## config.mk

```make
export PLATFORM = sky130hd
export DESIGN_NAME = exe_mem_stage_reg
export DESIGN_NICKNAME = d
export VERILOG_FILES = /design/src/rtl/exe_mem_stage_reg_pkg.sv /design/src/rtl/exe_mem_stage_reg_status_reg.sv /design/src/rtl/exe_mem_stage_reg.sv
export SDC_FILE = /design/constraint.sdc
export NUM_CORES = 1
export LEC_CHECK = 0
export BUFFER_PORTS_ARGS = -buffer_cell sky130_fd_sc_hd__buf_2
export CORE_UTILIZATION = 35
export DETAILED_ROUTE_END_ITERATION = 10
export PLACE_DENSITY = 0.66
export SLEW_MARGIN = 15
export SYNTH_ARGS = -nofsm -noshare
export SYNTH_HDL_FRONTEND = slang
export SYNTH_SLANG_ARGS = --single-unit
```

## constraint.sdc

```tcl
create_clock -name clk -period 3.24 [get_ports clk]
set_clock_uncertainty 0.05 [all_clocks]
set_input_delay 0.162 -clock clk [delete_from_list [all_inputs] [get_ports clk]]
set_output_delay 0.162 -clock clk [all_outputs]
set_load 0.005 [all_outputs]
```

## src/rtl/exe_mem_stage_reg_pkg.sv

```systemverilog
// Shared constants and types for the EXE/MEM stage register and its status register.
// Status register bit layout is {Z,C,N,V}.
package exe_mem_stage_reg_pkg;

  localparam int DATA_W_DEF    = 32;
  localparam int RF_ADDR_W_DEF = 4;
  localparam int SR_W          = 4;

  localparam int SR_Z = 3;
  localparam int SR_C = 2;
  localparam int SR_N = 1;
  localparam int SR_V = 0;

  localparam logic [SR_W-1:0] SR_RST_DEF = 4'b0000;

  typedef struct packed {
    logic valid;
    logic wb_en;
    logic mem_r_en;
    logic mem_w_en;
  } ctrl_t;

  function automatic logic [SR_W-1:0] sr_pack(input logic z, input logic c,
                                               input logic n, input logic v);
    logic [SR_W-1:0] s;
    s       = '0;
    s[SR_Z] = z;
    s[SR_C] = c;
    s[SR_N] = n;
    s[SR_V] = v;
    return s;
  endfunction

endpackage

```

## src/rtl/exe_mem_stage_reg_status_reg.sv

```systemverilog
// Status register {Z,C,N,V}: synchronous reset, loads d when ld is high.
module status_reg
  import exe_mem_stage_reg_pkg::*;
#(
  parameter logic [SR_W-1:0] RST_VAL = SR_RST_DEF
) (
  input  logic            clk,
  input  logic            rst,
  input  logic            ld,
  input  logic [SR_W-1:0] d,
  output logic [SR_W-1:0] q
);

  always_ff @(posedge clk) begin
    if (rst) begin
      q <= RST_VAL;
    end else if (ld) begin
      q <= d;
    end
  end

endmodule

```

## src/rtl/exe_mem_stage_reg.sv

```systemverilog
// EXE-stage back end: EXE/MEM pipeline register, status register and branch resolution.
// Define EXE_MEM_FWD_EN to expose the forwarding outputs fwd_valid/fwd_dest/fwd_data.
module exe_mem_stage_reg
  import exe_mem_stage_reg_pkg::*;
#(
  parameter int               DATA_W    = DATA_W_DEF,
  parameter int               RF_ADDR_W = RF_ADDR_W_DEF,
  parameter logic [SR_W-1:0]  SR_RST    = SR_RST_DEF
) (
  input  logic                 clk,
  input  logic                 rst,
  input  logic                 valid_in,
  input  logic                 freeze,
  input  logic                 flush,
  input  logic [DATA_W-1:0]    alu_result,
  input  logic [SR_W-1:0]      alu_sr,
  input  logic                 s_bit,
  input  logic                 wb_en_in,
  input  logic                 mem_r_en_in,
  input  logic                 mem_w_en_in,
  input  logic [RF_ADDR_W-1:0] dest_in,
  input  logic [DATA_W-1:0]    val_rm_in,
  input  logic                 b_in,
  input  logic [23:0]          imm24_in,
  input  logic [DATA_W-1:0]    pc_in,
  output logic [SR_W-1:0]      sr,
  output logic                 branch_taken,
  output logic [DATA_W-1:0]    branch_addr,
  output logic                 valid_out,
  output logic                 wb_en_out,
  output logic                 mem_r_en_out,
  output logic                 mem_w_en_out,
  output logic [DATA_W-1:0]    alu_result_out,
  output logic [DATA_W-1:0]    val_rm_out,
  output logic [RF_ADDR_W-1:0] dest_out
`ifdef EXE_MEM_FWD_EN
  ,
  output logic                 fwd_valid,
  output logic [RF_ADDR_W-1:0] fwd_dest,
  output logic [DATA_W-1:0]    fwd_data
`endif
);

  localparam int OFF_PAD = DATA_W - 26;

  logic            accept;
  ctrl_t           ctrl_d;
  ctrl_t           ctrl_q;
  logic [DATA_W-1:0] branch_off;

  assign accept = valid_in & ~freeze & ~flush;

  // Controls are gated by accept so a bubble can never carry a write enable.
  always_comb begin
    ctrl_d          = '0;
    ctrl_d.valid    = accept;
    ctrl_d.wb_en    = accept & wb_en_in;
    ctrl_d.mem_r_en = accept & mem_r_en_in;
    ctrl_d.mem_w_en = accept & mem_w_en_in;
  end

  always_ff @(posedge clk) begin
    if (rst) begin
      ctrl_q         <= '0;
      alu_result_out <= '0;
      val_rm_out     <= '0;
      dest_out       <= '0;
    end else if (!freeze) begin
      ctrl_q         <= ctrl_d;
      alu_result_out <= alu_result;
      val_rm_out     <= val_rm_in;
      dest_out       <= dest_in;
    end
  end

  assign valid_out    = ctrl_q.valid;
  assign wb_en_out    = ctrl_q.wb_en;
  assign mem_r_en_out = ctrl_q.mem_r_en;
  assign mem_w_en_out = ctrl_q.mem_w_en;

  status_reg #(
    .RST_VAL (SR_RST)
  ) u_status_reg (
    .clk (clk),
    .rst (rst),
    .ld  (accept & s_bit),
    .d   (alu_sr),
    .q   (sr)
  );

  // Word offset, sign-extended; the add wraps modulo 2^DATA_W.
  assign branch_off   = {{OFF_PAD{imm24_in[23]}}, imm24_in, 2'b00};
  assign branch_addr  = pc_in + branch_off;
  assign branch_taken = valid_in & b_in & ~flush & ~freeze;

`ifdef EXE_MEM_FWD_EN
  assign fwd_valid = ctrl_q.valid & ctrl_q.wb_en & ~ctrl_q.mem_r_en;
  assign fwd_dest  = dest_out;
  assign fwd_data  = alu_result_out;
`endif

endmodule

```

==> tab_implementation.tex <==
\begin{tabular}{lr}
\hline
Metric & Value \\
\hline
\multicolumn{2}{l}{\textbf{Run status}} \\
Outcome & finished, final reports clean \\
\multicolumn{2}{l}{\textbf{Setup path}} \\
Arr. time, crit path & 2.37 ns \\
Stage delay of the slowest cell on the critical path & 0.46 ns \\
Cells on worst reg2reg path & 2 \\
WS Path Type & input pin to output pin \\
Most prevalent standard cell on the critical path & sky130\_fd\_sc\_hd\_\_buf\_2 \\
CP Cell Sequence & buf\_2 > ha\_1 > inv\_1 > fa\_1 > nand2b\_1 > a21oi\_2 > nand3\_1 > a2111o\_1 > a211o\_1 > o311a\_1 > buf\_2 \\
Worst-path fanout max & 4 \\
Worst setup slack for register-to-register paths & 2.49 ns \\
Worst R2R Start & dest\_out[0] \\
Combined buffer and inverter count along the critical path & 3 \\
Reg-to-reg critical path endpoint & dest\_out[0] \\
Type of destination of the critical path & output pin \\
CP Data Required Time & 3.03 ns \\
Crit start category & input pin \\
Crit-path slowest cell & sky130\_fd\_sc\_hd\_\_a2111o\_1 \\
Top delay family on crit path & compound AO/OA/AOI/OAI gates \\
\multicolumn{2}{l}{\textbf{Worst hold path}} \\
Worst hold-check path type & input pin to register \\
Endpoint of the worst hold path & alu\_result\_out[4] \\
Startpoint of the most critical hold path & alu\_result[4] \\
Count of cells along the worst hold path & 3 \\
\multicolumn{2}{l}{\textbf{Cells and area}} \\
Multi-input logic area & 2673 sq um \\
Area grow syn2layout & 36.38\% \\
Net count reported at finish & 907 \\
Layout cell share with drive strength beyond 1 & 0.3575 \\
Fillers & 1,180 \\
Sequential Area & 1521 sq um \\
Number of antenna cells inserted & 0 \\
\multicolumn{2}{l}{\textbf{STA}} \\
Number of endpoints with negative hold slack in the final report & 0 \\
Max-slew violation count & 0 \\
Total negative slack & 0 ns \\
Unrepaired setup endpoints after global routing & no \\
Worst Hold Slack & 0.01235 ns \\
Final setup violation count & 0 \\
Maximum frequency from static timing analysis & 387.5 MHz \\
Worst slew margin relative to its limit & 0.4264 \\
Post-route clock period utilization & 0.7965 \\
Transition at the pin with the smallest max-transition slack & 0.8603 ns \\
Minimum clock period after layout & 2.581 ns \\
Final worst slack & 0.6595 ns \\
\multicolumn{2}{l}{\textbf{Clock tree}} \\
Hold buffers post-CTS & 0 \\
Resize count post-CTS & 0 \\
Sink Count & 76 \\
Clock tree from TritonCTS & built \\
Clock transition at the registers of the reported paths & 0.06 ns \\
Latest clock arrival within the worst-skew pair & 0.33 ns \\
Number of buffers on the longest clock path & 2 \\
Number of CTS-inserted buffers & 9 \\
Root cell of the clock tree & sky130\_fd\_sc\_hd\_\_clkbuf\_16 \\
Buffer count from post-CTS setup fixing & 0 \\
Number of H-tree levels & 3 \\
\multicolumn{2}{l}{\textbf{Place}} \\
Weighted congestion reported at the end of routability-driven placement & 1.010 \\
Dpl hpwl & 10.61 mm \\
Number of input and output port buffers inserted & 242 \\
Pre-CTS setup slack & 0.6843 ns \\
\multicolumn{2}{l}{\textbf{Yosys}} \\
Syn avg cell area & 8.569 sq um \\
Most used standard cells in the synthesized netlist & sky130\_fd\_sc\_hd\_\_nor2\_1 (98), sky130\_fd\_sc\_hd\_\_dfxtp\_1 (76), sky130\_fd\_sc\_hd\_\_mux2i\_1 (74), sky130\_fd\_sc\_hd\_\_a21oi\_1 (36), sky130\_fd\_sc\_hd\_\_ha\_1 (29) \\
Share of synthesized registers carrying an async set or reset & 0 \\
Number of nets in the synthesized netlist & 683 \\
Number of warnings issued by yosys & 0 \\
Synth Register Bits & 76 \\
Sequential cell area fraction in the yosys report & 0.3448 \\
Fraction of synthesized cell area taken by the top area cell type & 0.3448 \\
Synth Instances & 515 \\
Yosys top cell by area & sky130\_fd\_sc\_hd\_\_dfxtp\_1 \\
Syn Std Cell Area & 4413 sq um \\
Top-count cell post-synth & sky130\_fd\_sc\_hd\_\_nor2\_1 \\
Count of cell types in the netlist & 49 \\
Primary FF master, synth & sky130\_fd\_sc\_hd\_\_dfxtp\_1 \\
EDFF count, synth & 0 \\
Synth top area cells & sky130\_fd\_sc\_hd\_\_dfxtp\_1 (34\%), sky130\_fd\_sc\_hd\_\_mux2i\_1 (17\%), sky130\_fd\_sc\_hd\_\_nor2\_1 (8.3\%) \\
\multicolumn{2}{l}{\textbf{GRT}} \\
Overall overflow remaining after global route & 0 \\
First-pass GRT wire length & 20.46 mm \\
GRT Util Overall & 0.1965 \\
Via count of the first global-routing pass & 4,515 \\
Maximum number of pins on one net before global-route repair & 51 \\
Initial antenna violation count & 0 \\
\multicolumn{2}{l}{\textbf{Die}} \\
Initial core utilization & 0.3629 \\
Width of the die & 114.3 um \\
CORE AREA & 12,160 sq um \\
Cell Rows & 40 \\
Die Outline Area & 13,060 sq um \\
I/O pin count & 247 \\
Die extent in y & 114.3 um \\
\multicolumn{2}{l}{\textbf{Detailed routing}} \\
Routed wirelength normalized by instance count & 14.40 um \\
Iteration-0 DRC count of the detailed router & 266 \\
Via density & 5.057 \\
Detailed-route via count & 4,612 \\
First-pass iteration count of the detailed router & 6 \\
Remaining routing DRC violations & 0 \\
Remaining number of nets flagged by the antenna check after routing & 0 \\
Total detailed-routing wirelength & 13.13 mm \\
\multicolumn{2}{l}{\textbf{Power}} \\
Power per cell area & 467.7 nW/um\^{}2 \\
Worst IR Drop VDD & 0.0002931 V \\
Reported leakage power & 3.132 nW \\
\multicolumn{2}{l}{\textbf{Run}} \\
Max-capacitance violation count & 0 \\
\hline
\end{tabular}
## logic make-up (layout without fill, tap and decap cells)
logic type,after synthesis,in the layout,synth area share
AOI/OAI and AO/OA,90,90,0.1284
xor gates and xnor gates,26,26,0.05160
adders and majority gates,30,30,0.08676
buffers and inverters,46,275,0.04961
DFF,76,76,0.3448
muxes,74,74,0.1678
and+or+nand+nor,173,173,0.1710
## per-stage QoR
stage	util	instance area, sq um	cells	total power, mW
6_report	0.4949	6018	912	2.815
2_1_floorplan	-	4413	515	1.462
5_1_grt	0.4949	6018	912	2.964
4_1_cts	0.4949	6018	912	2.839
3_3_place_gp	0.4681	5693	896	1.735
3_5_place_dp	0.4681	5693	896	1.752
## worst register-to-register path, cell delays in order, from the launching register on
cell and delay, ns:
sky130_fd_sc_hd__dfxtp_1 0.33, sky130_fd_sc_hd__mux2i_1 0.15, sky130_fd_sc_hd__nor2_1 0.06
## worst max path at each step
stage	depth (start not counted)	start	slack [ns]	to
finish	11	imm24_in[0]	0.66	branch_addr[26]
global route	11	imm24_in[0]	0.55	branch_addr[26]
CTS	11	imm24_in[0]	0.68	branch_addr[26]
detailed placement	11	imm24_in[0]	0.68	branch_addr[26]
global placement	11	imm24_in[0]	0.71	branch_addr[26]
floorplan	9	imm24_in[0]	1.05	branch_addr[26]
## sequential cells by signal, indices dropped and copies added (netlist names)
register	count
mem_w_en_out	1
mem_r_en_out	1
wb_en_out	1
valid_out	1
u_status_reg.q	4
val_rm_out	32
dest_out	4
alu_result_out	32
## report_power, final
part | switching, mW | internal, mW | leakage, nW
Sequential | 0.0273 | 0.988 | 0.627
Combinational | 0.377 | 0.342 | 2.34
Clock | 0.383 | 0.698 | 0.160
Total | 0.787 | 2.03 | 3.13
## metal layers
metal	global-route usage	wire, um
met5	0	0
met4	0.07359	313
met3	0.05823	1212
met2	0.3624	6420
met1	0.2104	5187
## cell usage in the layout (no fill, tap or decap), types with 9 or more instances in the layout
master	synthesis	layout
sky130_fd_sc_hd__inv_1	14	14
sky130_fd_sc_hd__clkbuf_16	0	9
sky130_fd_sc_hd__nor2_1	98	98
sky130_fd_sc_hd__nand2_1	27	27
sky130_fd_sc_hd__ha_1	29	29
sky130_fd_sc_hd__dfxtp_1	76	76
sky130_fd_sc_hd__o21ai_0	11	11
sky130_fd_sc_hd__nand3_1	13	13
sky130_fd_sc_hd__mux2i_1	74	74
sky130_fd_sc_hd__a21oi_1	36	36
sky130_fd_sc_hd__xnor2_1	18	18
sky130_fd_sc_hd__buf_2	7	241
## final cells by class
class | count | area share
well taps | 168 | 0.03493
flip-flops and latches | 76 | 0.2528
multi-input cells | 393 | 0.4441
inverters | 14 | 0.008732
clock buffers | 11 | 0.04033
clock inverters | 5 | 0.01372
repair buffers | 245 | 0.2054
(Power assumes the default switching activity.)
